### src/rtl/arki_enc_pkg.sv
// Shared types and packing helpers for the LEGv8 instruction encoder.
package arki_enc_pkg;

    typedef enum logic [2:0] {
        FMT_R  = 3'd0,
        FMT_I  = 3'd1,
        FMT_D  = 3'd2,
        FMT_CB = 3'd3,
        FMT_B  = 3'd4
    } fmt_t;

    localparam int IMM_W_I  = 12;
    localparam int IMM_W_D  = 9;
    localparam int IMM_W_CB = 19;
    localparam int IMM_W_B  = 26;
    localparam int SHAMT_W  = 6;

    // True when v, read as two's complement, fits in a signed field of w bits:
    // every bit from w-1 upward must equal the sign bit.
    function automatic logic fits_signed(input logic [63:0] v, input int unsigned w);
        logic [63:0] s;
        s = 64'($signed(v) >>> (w - 32'd1));
        return (s == 64'd0) || (s == {64{1'b1}});
    endfunction

    function automatic logic [31:0] pack_r(input logic [10:0] op, input logic [4:0] rm,
                                           input logic [SHAMT_W-1:0] shamt,
                                           input logic [4:0] rn, input logic [4:0] rd);
        return {op, rm, shamt, rn, rd};
    endfunction

    function automatic logic [31:0] pack_i(input logic [9:0] op_hi, input logic [IMM_W_I-1:0] imm,
                                           input logic [4:0] rn, input logic [4:0] rd);
        return {op_hi, imm, rn, rd};
    endfunction

    function automatic logic [31:0] pack_d(input logic [10:0] op, input logic [IMM_W_D-1:0] imm,
                                           input logic [4:0] rn, input logic [4:0] rd);
        return {op, imm, 2'b00, rn, rd};
    endfunction

    function automatic logic [31:0] pack_cb(input logic [7:0] op_hi, input logic [IMM_W_CB-1:0] imm,
                                            input logic [4:0] rd);
        return {op_hi, imm, rd};
    endfunction

    function automatic logic [31:0] pack_b(input logic [5:0] op_hi, input logic [IMM_W_B-1:0] imm);
        return {op_hi, imm};
    endfunction

endpackage

### src/rtl/imm_range_check.sv
// Combinational check that an immediate fits the field of its format.
module imm_range_check
    import arki_enc_pkg::*;
(
    input  logic [2:0]  fmt,
    input  logic [63:0] imm,
    output logic        fits,
    output logic        illegal_fmt
);

    fmt_t w_fmt;
    assign w_fmt = fmt_t'(fmt);

    // Select the field width of the format and test the immediate against it
    always_comb begin
        fits        = 1'b0;
        illegal_fmt = 1'b0;
        case (w_fmt)
            FMT_R:   fits = ~|imm[63:SHAMT_W];
            FMT_I:   fits = fits_signed(imm, IMM_W_I);
            FMT_D:   fits = fits_signed(imm, IMM_W_D);
            FMT_CB:  fits = fits_signed(imm, IMM_W_CB);
            FMT_B:   fits = fits_signed(imm, IMM_W_B);
            default: illegal_fmt = 1'b1;
        endcase
    end

endmodule

### src/rtl/instr_encoder.sv
// Packs decoded LEGv8 fields into instruction words and streams them into
// instruction memory at an auto-incrementing, saturating word address.
module instr_encoder
    import arki_enc_pkg::*;
#(
    parameter int DEPTH = 64,
    parameter int AW    = $clog2(DEPTH)
) (
    input  logic          clk,
    input  logic          reset,
    input  logic          clear,
    input  logic          in_valid,
    output logic          in_ready,
    input  logic [2:0]    fmt,
    input  logic [10:0]   opcode,
    input  logic [63:0]   imm,
    input  logic [4:0]    rn,
    input  logic [4:0]    rm,
    input  logic [4:0]    rd,
    output logic          wr_en,
    output logic [AW-1:0] wr_addr,
    output logic [31:0]   wr_data,
    output logic          range_err,
    output logic          err_pulse,
    output logic          full,
    output logic [AW:0]   count
);

    typedef enum logic [0:0] {
        ST_ACCEPT = 1'b0,
        ST_FULL   = 1'b1
    } state_t;

    localparam logic [AW:0] L_DEPTH = (AW + 1)'(DEPTH);

    state_t        r_state;
    logic          r_wr_en;
    logic [AW-1:0] r_wr_addr;
    logic [31:0]   r_wr_data;
    logic          r_range_err;
    logic          r_err_pulse;
    logic          r_full;
    logic [AW:0]   r_count;

    fmt_t          w_fmt;
    logic          w_fits;
    logic          w_illegal_fmt;
    logic [31:0]   w_word;
    logic [AW:0]   w_count_inc;

    assign w_fmt       = fmt_t'(fmt);
    assign w_count_inc = r_count + {{AW{1'b0}}, 1'b1};

    imm_range_check u_range (
        .fmt         (fmt),
        .imm         (imm),
        .fits        (w_fits),
        .illegal_fmt (w_illegal_fmt)
    );

    // Build the instruction word for the presented format
    always_comb begin
        w_word = 32'd0;
        case (w_fmt)
            FMT_R:   w_word = pack_r(opcode, rm, imm[SHAMT_W-1:0], rn, rd);
            FMT_I:   w_word = pack_i(opcode[10:1], imm[IMM_W_I-1:0], rn, rd);
            FMT_D:   w_word = pack_d(opcode, imm[IMM_W_D-1:0], rn, rd);
            FMT_CB:  w_word = pack_cb(opcode[10:3], imm[IMM_W_CB-1:0], rd);
            FMT_B:   w_word = pack_b(opcode[10:5], imm[IMM_W_B-1:0]);
            default: w_word = 32'd0;
        endcase
    end

    // Accept/full FSM: one transfer per cycle, write issued the following cycle
    always_ff @(posedge clk or negedge reset) begin
        if (!reset) begin
            r_state     <= ST_ACCEPT;
            r_wr_en     <= 1'b0;
            r_wr_addr   <= {AW{1'b0}};
            r_wr_data   <= 32'd0;
            r_range_err <= 1'b0;
            r_err_pulse <= 1'b0;
            r_full      <= 1'b0;
            r_count     <= {(AW + 1){1'b0}};
        end else if (clear) begin
            // Any write in flight has already had its strobe cycle; the
            // concurrent transfer was refused because in_ready is low.
            r_state     <= ST_ACCEPT;
            r_wr_en     <= 1'b0;
            r_range_err <= 1'b0;
            r_err_pulse <= 1'b0;
            r_full      <= 1'b0;
            r_count     <= {(AW + 1){1'b0}};
        end else begin
            case (r_state)
                ST_ACCEPT: begin
                    r_wr_en     <= 1'b0;
                    r_err_pulse <= 1'b0;
                    if (in_valid) begin
                        if (w_fits && !w_illegal_fmt) begin
                            r_wr_en   <= 1'b1;
                            r_wr_data <= w_word;
                            r_wr_addr <= r_count[AW-1:0];
                            r_count   <= w_count_inc;
                            if (w_count_inc == L_DEPTH) begin
                                r_full  <= 1'b1;
                                r_state <= ST_FULL;
                            end else begin
                                r_full  <= 1'b0;
                            end
                        end else begin
                            // Rejected transfer: consumed, flagged, pointer held
                            r_err_pulse <= 1'b1;
                            r_range_err <= 1'b1;
                        end
                    end else begin
                        r_wr_en <= 1'b0;
                    end
                end
                ST_FULL: begin
                    r_wr_en     <= 1'b0;
                    r_err_pulse <= 1'b0;
                end
                default: begin
                    r_state     <= ST_ACCEPT;
                    r_wr_en     <= 1'b0;
                    r_err_pulse <= 1'b0;
                end
            endcase
        end
    end

    assign in_ready  = (r_state == ST_ACCEPT) && !clear;
    assign wr_en     = r_wr_en;
    assign wr_addr   = r_wr_addr;
    assign wr_data   = r_wr_data;
    assign range_err = r_range_err;
    assign err_pulse = r_err_pulse;
    assign full      = r_full;
    assign count     = r_count;

endmodule

### config.mk
export PLATFORM = sky130hd
export DESIGN_NAME = instr_encoder
export DESIGN_NICKNAME = d
export VERILOG_FILES = /design/src/rtl/arki_enc_pkg.sv /design/src/rtl/imm_range_check.sv /design/src/rtl/instr_encoder.sv
export SDC_FILE = /design/constraint.sdc
export NUM_CORES = 1
export LEC_CHECK = 0
export BUFFER_PORTS_ARGS = -buffer_cell sky130_fd_sc_hd__buf_2
export CAP_MARGIN = 0
export CORE_UTILIZATION = 48
export CTS_CLUSTER_SIZE = 40
export DETAILED_ROUTE_END_ITERATION = 8
export PLACE_DENSITY_LB_ADDON = 0.2
export REMOVE_ABC_BUFFERS = 1
export SYNTH_ARGS = -nofsm -noshare
export SYNTH_HDL_FRONTEND = slang
export SYNTH_SLANG_ARGS = --single-unit
### constraint.sdc
create_clock -name clk -period 2.4 [get_ports clk]
set_clock_uncertainty 0.05 [all_clocks]
set_input_delay 0.48 -clock clk [delete_from_list [all_inputs] [get_ports clk]]
set_output_delay 0.48 -clock clk [all_outputs]
set_load 0.005 [all_outputs]
Yosys cells after proc, flatten, opt, wreduce, memory -nomap -nowiden:

Index checks and enable logic that the tools add are counted.

* flip-flop bits (word level): 50
* input port bits: 97
* logic and storage cells: 69

* add/sub/neg operators: 1
* equal/unequal tests: 11
* multiplexer cells: 27
* bitwise logic cells: 2
* reductions and logical operators: 20

Operators with widths (count)
* 64-bit equality test, second input constant: 4
* 64-bit zero test: 4
* 32-bit one-hot mux with 5 select lines: 1
* 58-bit OR reduction: 1
* 7-bit two-way mux: 4
* 1-bit two-way mux: 19
* 7-bit by 1-bit adder with 7-bit output, second input constant: 1
* 7-bit equality test, second input constant: 1
* 3-bit by 2-bit equality test with 1-bit output, second input constant: 2
* 3-bit AND reduction: 2
* 1-bit one-hot mux with 5 select lines: 1
* 5-bit OR reduction: 1
* 1-bit logical OR: 4
* 2-bit != test, second input constant: 2
* 1-bit one-hot mux with 2 select lines: 2
* 4-bit AND reduction: 1
* 2-bit nonzero test: 2
* 3-bit by 1-bit equality test with 1-bit output, second input constant: 1
* 3-bit equality test, second input constant: 1
* 3-bit zero test: 1
* 1-bit logical AND: 2
* 1-bit zero test: 2
* 1-bit inverter: 2

Longest topological paths before layout:

* word-level depth: 8
* mapped depth: 10
* mapped depth without buffers: 7

Cells and area by module:

Synthesis repeated with hierarchy kept, for this count alone.

* cell total of the unflattened synthesis: 363
* area total of the unflattened synthesis: 3116.7 um2

By module, submodules not included
* instr_encoder: instances 1, cells each 311, area an instance 2803.9 um2
* imm_range_check: instances 1, cells each 52, area an instance 312.8 um2

Worst setup path after synthesis:

OpenSTA, ideal clock, no wires.

* path kind: input to register
* from: in fmt[1]
* to: reg r_wr_data[16], in the netlist wr_data[16]
* setup time: 0.127 ns
* arrival time: 2.722 ns
* required time: 2.223 ns
* setup slack: -0.499 ns
* stages on the path: 9
* buffers on the path: 3
* cells stage by stage: buf_2 -> nor3b_4 -> a211oi_1 -> or4_4 -> o32ai_4 -> and2b_1 -> buf_4 -> buf_8 -> mux2_1

* cells in the longest elaborated chain, start to end: 4

Ends and longest elaborated chain
* start: declaration: line instr_encoder.sv:14 `input logic [2:0] fmt,`
* 3-bit equality test (tied with other cells): line imm_range_check.sv:18, instr_encoder.sv:64
* 1-bit one-hot mux with 5 select lines / 5-bit OR reduction (equally long branches)
* 1-bit logical AND: line instr_encoder.sv:100 `if (w_fits && !w_illegal_fmt) begin`
* 4-bit AND reduction (no line)
* end signal: assignment: line instr_encoder.sv:102 `r_wr_data <= w_word;`
* end: declaration: line instr_encoder.sv:39 `logic [31:0] r_wr_data;`

Parallel ways exist; a longest one is shown, timed or not.
A chain may end at the register's enable or synchronous reset.

Final worst setup path:

* from: in imm[37]
* to: reg r_wr_data[24], in the netlist wr_data[24]

* cells in the longest elaborated chain, start to end: 5

Ends and longest elaborated chain
* start: declaration: line instr_encoder.sv:16 `input logic [63:0] imm,`
* 64-bit equality test (tied with other cells): line arki_enc_pkg.sv:23 `return (s == 64'd0) || (s == {64{1'b1}});`
* 1-bit logical OR / 1-bit zero test (equally long branches): line arki_enc_pkg.sv:23, imm_range_check.sv:19
* 1-bit one-hot mux with 5 select lines *: line imm_range_check.sv:18 `case (w_fmt)`
* 1-bit logical AND *: line instr_encoder.sv:100
* 4-bit AND reduction (no line) *

Every way passes the cells marked *; elsewhere a longest branch is shown, timed or not.

==> impl_metrics.tcl <==
set metrics [dict create \
    clock-root-buffer "clkbuf_8" \
    n_antenna_cell 0 \
    worstSetupEndpoint "wr_data[24]" \
    effective_utilization_at_floorplan_pct 50.5 \
    syn-instance-count 346 \
    crit_path_max_fanout 6 \
    synthDominantAreaCellType "dfrtp_1" \
    final_period_minus_worst_setup_slack_ns 2.60 \
    fin_cells 631 \
    start_kind "input pin" \
    dp_cells 612 \
    post_synth_num_cell_types 43 \
    clock_tree.htree_level_count 2 \
    timing.fmax_mhz 385 \
    clkTransAtPathRegs_ns 0.10 \
    drc_errors 9 \
    totalNegativeSetupSlack_ns -6.24 \
    synthToLayoutAreaGrowth_pct 56.8 \
    synthesis.yosys.warnings 0 \
    worstSkewPairLatency_ns 0.30 \
    synthMostInstantiatedCell "dfrtp_1" \
    post_synthesis_sequential_element_count 50 \
    r2r.worst_path.cells 7 \
    floorplan.rows 29 \
    synth_async_sr_flop_share_pct 100 \
    worst_r2r_startpoint "count[0]" \
    top_level_ports 147 \
    synthesized_area_um2 3260 \
    timing.max_cap.violations 0 \
    clock_tree_from_tritoncts "built" \
    cp_data_required_time_ns 2.54 \
    wire_per_inst_um 18.7 \
    p_leak_nw 2.55 \
    route.antenna.remaining_nets 0 \
    setup_repair_after_global_routing_missed_its_margin "true" \
    power_mw 2.00 \
    ys.flop_type "dfrtp_1" \
    r2r-end "r_state" \
    synth.avg_cell_area_um2 9.42 \
    synth.yosys.seq_area_share_pct 38.4 \
    yosysTopAreaCellShare_pct 38.4 \
    holdCritPathClass "input pin to async pin" \
    failing_checks "design-rule violations, negative setup slack" \
    drt_first_iter_violations 309 \
    globalRouteTotalUtil_pct 32.9 \
    rrSetupSlack_ns 0.34 \
    area_enclosed_by_the_die_boundary_um2 7130 \
    run_status "finished, violations left" \
    setup_viol 39 \
    num-fill-cells 442 \
    drive_gt1_share_pct 51.8 \
    vdd_ir_drop_max_uv 336 \
    grt_first_pass_wirelength_um 18600 \
    fin_ws_ns -0.198 \
    drv_slew 0 \
    vias_per_cell 5.99 \
    top_cells_by_area_synth "dfrtp_1 (38%), mux2_1 (13%), nor2b_1 (5.0%)" \
    globalRoute.totalOverflow 0 \
    route.vias.total 3782 \
    first_global_vias 3833 \
    synth-edff-count 0 \
    grt_max_degree 30 \
    critPathLaunch "imm[37]" \
    critPathCaptureType "flop" \
    cts-buffers-inserted 5 \
    worst-setup-path-type "input pin to flop" \
    worst_slew_margin_rel_pct 12.3 \
    dpl_hpwl_um 7930 \
    finish.net_count 652 \
    worstMarginPinSlew_ns 1.31 \
    port_buffers 146 \
    tritoncts_num_sinks 50 \
    antenna_found_initial 0 \
    dieWidth_um 84.4 \
    wp_data_arrival_ns 2.74 \
    die_h_um 84.4 \
    post-route-period-util_pct 108 \
    finalWeightedCongestion 0.912 \
    coreArea_um2 6460 \
    drt-pass1-iter-count 9 \
    wirelength_um 11800 \
    timing.final.hold_violations 0 \
    power.density_cell_area_nw_per_um2 391 \
    clock_path_buffers 2 \
    post_synth_most_frequent_cells "dfrtp_1 (50), mux2_1 (38), a21oi_1 (29), nor2b_1 (26), nand4_1 (24)" \
]
## layout make-up
class                           instances  area [µm²]  share of cell area [%]
Clock inverter                          2        60.1                    1.17
Sequential cell                        50        1250                    24.5
Tap cell                               77        96.3                    1.88
Inverter                                9        33.8                   0.661
Multi-Input combinational cell        265        2110                    41.2
Clock buffer                            6        82.6                    1.61
Timing Repair Buffer                  222        1480                    29.0
## worst min path at each step
stage               start          end  slack (ns)  cells after the start
2_1_floorplan       reset     count[0]        0.13                      0
3_3_place_gp   wr_data[8]   wr_data[8]        0.41                      1
3_5_place_dp   wr_data[8]   wr_data[8]        0.42                      1
4_1_cts             reset  wr_data[26]        0.12                      1
5_1_grt             reset  wr_data[26]        0.16                      1
6_report            reset  wr_data[26]        0.11                      1
## stage by stage
step / hold slack (ns) / utilization, % / setup slack, ns / area, µm²
finish: 0.109 / 79.2 / -0.198 / 5110
global route: 0.164 / 79.2 / -0.215 / 5110
CTS: 0.125 / 78.4 / -0.112 / 5060
detailed placement: 0.419 / 69.5 / -0.552 / 4490
global placement: 0.413 / 69.5 / -0.497 / 4490
floorplan: 0.134 / - / -1.09 / 3150
## state kept, by name, indices dropped and copies added, names as in the netlist
register   flops
wr_data       32
count          7
wr_addr        6
err_pulse      1
full           1
r_state        1
range_err      1
wr_en          1
## metal layers
layer  part of all wire, %  up-vias  GRT usage [%]  routed length [µm]
met5                     0        -              0                   0
met4                   4.2        0           15.4                 498
met3                   7.5       49           5.21                 887
met2                    48      209           55.4                5660
met1                    40     1808           41.8                4750
li1                      -     1716              -                   -
## power by group
part / leakage [nW] / switching, mW / internal [mW]
registers: 0.696 / 0.000860 / 0.844
clock network: 0.0714 / 0.291 / 0.445
logic: 1.78 / 0.218 / 0.202
total: 2.55 / 0.509 / 1.49
## critical path: stages
cell and delay (ns):
buf_2 0.12, nor4_2 0.33, nand4_1 0.22, or4_4 0.48, o32ai_4 0.28, and2b_2 0.23, buf_12 0.15, clkbuf_16 0.16
mux2_4 0.30
## logic make-up (layout without fill, tap and decap cells)
| family | count (synthesis) | in the layout | share of synthesized area, % |
|---|---|---|---|
| simple gates | 131 | 131 | 23.0 |
| xor+xnor | 4 | 4 | 1.07 |
| fa+ha+maj | 2 | 2 | 0.767 |
| flops | 50 | 50 | 38.4 |
| compound gates | 77 | 77 | 15.0 |
| mux | 51 | 51 | 17.2 |
| buf+inv | 31 | 239 | 4.57 |
## repair_timing
action | in CTS | in global routing
cloned | 3 | 1
hold buffers | 0 | 0
setup endpoints to repair | 39 | 44
setup buffers | 8 | 2
resized for setup | 64 | 8
pin swaps | 9 | 4
## cells in the final DEF, fill, tap and decap left out, drive strengths merged, types with 2 or more instances in the layout
cell type | synthesis | layout
nor3 | 6 | 6
mux2 | 39 | 39
mux2i | 12 | 12
nor4 | 19 | 19
ha | 2 | 2
o32ai | 3 | 3
inv | 9 | 9
dfrtp | 50 | 50
and3 | 3 | 3
a22oi | 3 | 3
nand2b | 7 | 7
nand4 | 24 | 24
o21ai | 11 | 11
bufinv | 0 | 2
nand2 | 12 | 12
nor2b | 26 | 26
clkbuf | 12 | 7
nand3 | 5 | 5
o22ai | 16 | 16
nor2 | 21 | 21
a21oi | 29 | 29
buf | 10 | 221
xnor2 | 4 | 4
a31o | 4 | 4
a31oi | 5 | 5
No activity file was read; power rests on OpenSTA's default activity.
